### src/rtl/int_responder.sv
// Interrupt entry sequencer: takes an FIQ/IRQ at an instruction boundary and
// issues the acknowledge, SPSR/LR banking, CPSR update and vector load.
module int_responder #(
  parameter logic [31:0] IRQ_VEC = 32'h0000_0018,
  parameter logic [31:0] FIQ_VEC = 32'h0000_001C
) (
  input  logic        clk,
  input  logic        Rst,
  input  logic        INT_irq,
  input  logic        INT_fiq,
  input  logic        Insn_done,
  input  logic [31:0] CPSR_in,
  input  logic [31:0] PC_in,
  output logic        INTA_irq,
  output logic        INTA_fiq,
  output logic        SPSR_we,
  output logic [31:0] SPSR_out,
  output logic        LR_we,
  output logic [31:0] LR_out,
  output logic        CPSR_we,
  output logic [31:0] CPSR_out,
  output logic        PC_we,
  output logic [31:0] PC_out,
  output logic        Busy
);

  localparam int unsigned W = 32;

  typedef enum logic [1:0] {
    IDLE = 2'd0,
    ACK  = 2'd1,
    VECT = 2'd2
  } state_t;

  state_t       state;
  logic         fiq_q;
  logic [W-1:0] cpsr_q;

  logic take_fiq_c;
  logic take_irq_c;

  // FIQ beats IRQ when both are takeable; the IRQ simply stays pending
  assign take_fiq_c = Insn_done && INT_fiq && !CPSR_in[6];
  assign take_irq_c = Insn_done && INT_irq && !CPSR_in[7];

  // Mode switch, masks set and Thumb cleared on entry
  function automatic logic [W-1:0] entry_cpsr(input logic [W-1:0] c, input logic fiq);
    logic [W-1:0] r;
    r      = c;
    r[4:0] = fiq ? 5'b10001 : 5'b10010;
    r[5]   = 1'b0;
    r[7]   = 1'b1;
    if (fiq) r[6] = 1'b1;
    return r;
  endfunction

  always_ff @(posedge clk) begin
    if (!Rst) begin
      state    <= IDLE;
      fiq_q    <= 1'b0;
      cpsr_q   <= '0;
      INTA_irq <= 1'b0;
      INTA_fiq <= 1'b0;
      SPSR_we  <= 1'b0;
      SPSR_out <= '0;
      LR_we    <= 1'b0;
      LR_out   <= '0;
      CPSR_we  <= 1'b0;
      CPSR_out <= '0;
      PC_we    <= 1'b0;
      PC_out   <= '0;
      Busy     <= 1'b0;
    end else begin
      INTA_irq <= 1'b0;
      INTA_fiq <= 1'b0;
      SPSR_we  <= 1'b0;
      SPSR_out <= '0;
      LR_we    <= 1'b0;
      LR_out   <= '0;
      CPSR_we  <= 1'b0;
      CPSR_out <= '0;
      PC_we    <= 1'b0;
      PC_out   <= '0;
      Busy     <= 1'b0;
      case (state)
        IDLE: begin
          if (take_fiq_c || take_irq_c) begin
            state    <= ACK;
            fiq_q    <= take_fiq_c;
            cpsr_q   <= CPSR_in;
            INTA_fiq <= take_fiq_c;
            INTA_irq <= !take_fiq_c;
            SPSR_we  <= 1'b1;
            SPSR_out <= CPSR_in;
            LR_we    <= 1'b1;
            LR_out   <= W'(PC_in + W'(4));
            Busy     <= 1'b1;
          end
        end
        ACK: begin
          state    <= VECT;
          CPSR_we  <= 1'b1;
          CPSR_out <= entry_cpsr(cpsr_q, fiq_q);
          PC_we    <= 1'b1;
          PC_out   <= fiq_q ? FIQ_VEC : IRQ_VEC;
          Busy     <= 1'b1;
        end
        VECT: begin
          state <= IDLE;
        end
        default: begin
          state <= IDLE;
        end
      endcase
    end
  end

endmodule

### config.mk
export PLATFORM = sky130hd
export DESIGN_NAME = int_responder
export DESIGN_NICKNAME = d
export VERILOG_FILES = /design/src/rtl/int_responder.sv
export SDC_FILE = /design/constraint.sdc
export NUM_CORES = 1
export LEC_CHECK = 0
export BUFFER_PORTS_ARGS = -buffer_cell sky130_fd_sc_hd__buf_4
export CAP_MARGIN = 15
export CELL_PAD_IN_SITES_DETAIL_PLACEMENT = 0
export CELL_PAD_IN_SITES_GLOBAL_PLACEMENT = 1
export CORE_MARGIN = 4
export CORE_UTILIZATION = 34
export DETAILED_ROUTE_END_ITERATION = 16
export GPL_TIMING_DRIVEN = 0
export HOLD_SLACK_MARGIN = 0.05
export PLACE_DENSITY = 0.77
export SLEW_MARGIN = 20
export SYNTH_ARGS = -nofsm -noshare
export SYNTH_HDL_FRONTEND = slang
export SYNTH_SLANG_ARGS = --single-unit
### constraint.sdc
create_clock -name clk -period 1.9 [get_ports clk]
set_input_delay 0.19 -clock clk [delete_from_list [all_inputs] [get_ports clk]]
set_output_delay 0.19 -clock clk [all_outputs]
set_load 0.05 [all_outputs]
==> impl_results.md <==
* Status: complete, no violations
* CTS tree: built
* Worst Hold Depth at 3
* First-pass GRT wire length at 18900 um
* First-pass iteration count of the detailed router at 4
* WHS Endpoint: LR_out[27]
* DRC at 0
* CP Launch Point: PC_in[8]
* Area taken by flip-flops and latches at 0.00250 mm^2
* Slew headroom at 66.0%
* Area Growth Syn to Fin at 65.0%
* Worst setup SP type: input pin
* Mapped Area at 0.00426 mm^2
* Fillers at 1090
* CP top delay family: simple AND/OR/NAND/NOR gates
* DR vias/cell at between 4 and 5
* Total Power at 6.79 mW
* Sequential fraction of the synthesis area at 58.8%
* Starting Density at 35.2%
* Die Ht at 120 um
* Peak VDD IR at 0.000468 V
* CTS Buf Count at 17
* Clk_lat worst skew at 0.41 ns
* Clk pwr share at 47.5%
* Worst r2r src: state[0]
* Comb power frac at between 10 and 15%
* Power Density at 967 mW/mm^2
* Yosys warns at 0
* Period Utilization, post-route at 96.6%
* Die Span X at roughly 120 um
* Tightest Pin Transition at 0.510 ns
* Setup ws final at 0.0655 ns
* Synth area leaders: dfxtp_1 (59%), and2_1 (8.8%), buf_4 (6.7%)
* Top-area cell type share of the netlist area at 58.8%
* H-tree depth at 4
* DR WL/cell at 13.7 um
* Worst path arrival time at 2.17 ns
* Routed via count at between 3000 and 4000
* Syn avg cell area at 10.6 um^2
* Clock Pin Slew Worst Setup and Hold Paths at 0.06 ns
* Ports at 204
* Hold Path Origin: PC_in[27]
* Crit. End Element: flip-flop
* WP data required at approximately 2.2 ns
* Vias in the first global route at 3782
* Slowest-stage cell, CP: dlygate4sd3_1
* FF-to-FF path depth at 6
* Root Buffer: clkbuf_16
* Critical path's largest stage delay at 0.52 ns
* Clock Skew at 0.00732 ns
* Peak Freq at 0.545 GHz
* Multi-input gate area at 0.00152 mm^2
* Ant. Diodes at 0
* Final WL at 11700 um
* CP bufs+invs at 3
* Worst-path cell chain: dlygate4sd3_1 > buf_4 > nand4_1 > or3_1 > buf_4 > or4_1 > a21oi_2
* Core area at around 0.012 mm^2
* Max Root-Sink Buffers at 2
* R2r setup slk at 0.20 ns
* 1st-iter DRT viols at 140
* Final Critical Period at 1.83 ns
* Final hold violation count at 0
* Max-Cap Viols at 0
* Most used cell, CP: buf_4
* Hold Crit Class: in2reg
* Yosys reg bits at approximately 130
* Row count at 40
* Gr usage total at 16.5%
* Pre-CTS WS at -0.211 ns
* Largest net degree at the start of global routing at 17
* Nets at 744
* Post-synth top area cell: dfxtp_1
* Reg-to-Reg End: cpsr_q[14]
* Crit Path Category: in2reg
* Gpl congestion at 0.793
* Leakage power at 3.27 nW
* Die ar. at 0.0144 mm^2
* Psw at approximately 1.7 mW
* Initial antenna violation count at 0
* Antenna Nets Post-Route at 0
* Crit path max fanout at 10
* Gr ovfl total at 0
* Final Setup Violations at 0
* Sw Ratio at around a quarter
* Internal at 5.08 mW
* Syn Inst Count at 401
* Slew Viols, Final at 0
* Input/output buffers at about 170
* Num Clock Sinks at 125
* Seq pwr share at approximately 40%
* HPWL after DPL at 8460 um
* Share of cells above drive strength 1 at 37.7%
* Yosys cell types at 32
* RSZ-0062 raised after global routing: false
-- tightest hold or removal path, stage by stage --
cell and delay [ns]:
buf_4 0.13, o31ai_2 0.06, a21oi_2 0.05
-- state kept, by name (all words and copies together), names as in the netlist --
register,count
fiq_q,1
CPSR_out,28
INTA_fiq,1
LR_out,32
LR_we,1
state,2
PC_we,1
Busy,1
SPSR_out,32
cpsr_q,25
INTA_irq,1
-- placed cells by master (no fill, tap or decap), drive strengths merged --
master,n
inv,6
a22o,25
and3b,3
nand2,14
o21a,2
nand4,7
conb,32
o2bb2ai,1
ha,1
and3,4
dfxtp,125
o21ai,6
nor2,16
nor3,1
xor2,9
xnor2,4
clkbuf,34
bufinv,2
clkinv,2
or4,10
or3b,1
nor2b,4
and2,60
nand2b,1
nand3,8
a21oi,16
nor4,1
and4,4
buf,217
dlygate4sd3,50
o31ai,10
clkinvlp,5
or3,6
-- kinds of logic (layout without fill, tap and decap cells) --
group           Yosys count  in the layout  synth area share, %
buf+inv                  61            316                 8.82
fa+ha+maj                 1              1                0.294
simple gates            140            140                 19.3
other cells               1             32               0.0881
xor+xnor                 13             13                 2.67
compound gates           60             60                 10.0
flops                   125            125                 58.8
-- worst max path at each step --
stage / endpoint / slack (ns) / cells after the start
3_3_place_gp: LR_out[0] / -0.20 / 8
2_1_floorplan: LR_out[24] / 0.28 / 7
5_1_grt: LR_out[31] / 0.006 / 7
6_report: LR_out[27] / 0.07 / 7
3_5_place_dp: SPSR_out[26] / -0.21 / 8
4_1_cts: cpsr_q[28] / 0.0003 / 7
-- area by class of cell --
| type | count | area share (%) |
|---|---|---|
| Tap cell | 168 | 2.99 |
| Clock inverter | 12 | 1.91 |
| Buffer | 57 | 5.34 |
| Inverter | 3 | 0.160 |
| Clock buffer | 20 | 6.64 |
| Sequential cell | 125 | 35.6 |
| Timing Repair Buffer | 224 | 25.7 |
| Multi-Input combinational cell | 246 | 21.6 |
-- synth_stat cells (all sizes together) --
cell type    n
nand2b       1
and4         4
xor2         9
conb         1
buf         41
and3         4
a22o        25
dfxtp      125
nand3        8
nor2b        4
nor4         1
o21a         2
ha           1
nor2        16
o31ai       10
o21ai        6
or3          6
a21oi       16
and3b        3
nand4        7
or4         10
nand2       14
and2        60
nor3         1
or3b         1
xnor2        4
clkbuf      17
o2bb2ai      1
inv          3
-- power groups by stage --
stage	clock network [mW]	registers (mW)	logic, mW
detailed placement	0	2.78	0.749
CTS	3.29	2.72	0.835
global route	3.40	2.73	0.896
global placement	0	2.78	0.744
floorplan	0	2.93	0.332
finish	3.23	2.72	0.840
-- stage by stage --
stage               cell area, um^2  hold WS (ns)  cells  util, %  TNS, ns
finish                         7020        0.0652    855     58.0        0
CTS                            6970        0.0532    853     57.6        0
floorplan                      4370         0.262    432        -        0
detailed placement             5870         0.396    771     48.5    -7.71
global placement               5870         0.392    771     48.5    -7.44
global route                   7020        0.0588    855     58.0        0
-- routing by layer --
metal | GRT usage (%) | vias up | wire length [um]
met5 | 0 | - | 0
met1 | 19.1 | 1645 | 4910
met2 | 27.1 | 166 | 5510
met3 | 7.54 | 17 | 1140
met4 | 5.80 | 0 | 164
li1 | - | 1838 | -
-- repair_timing --
item	CTS	global route
pin swaps	0	2
buffers inserted	0	3
hold buffers	50	0
gates resized for setup	2	21
hold endpoints to repair	75	0
endpoints found under the setup margin	11	73
Note: power is estimated with default switching activity, not from simulation.
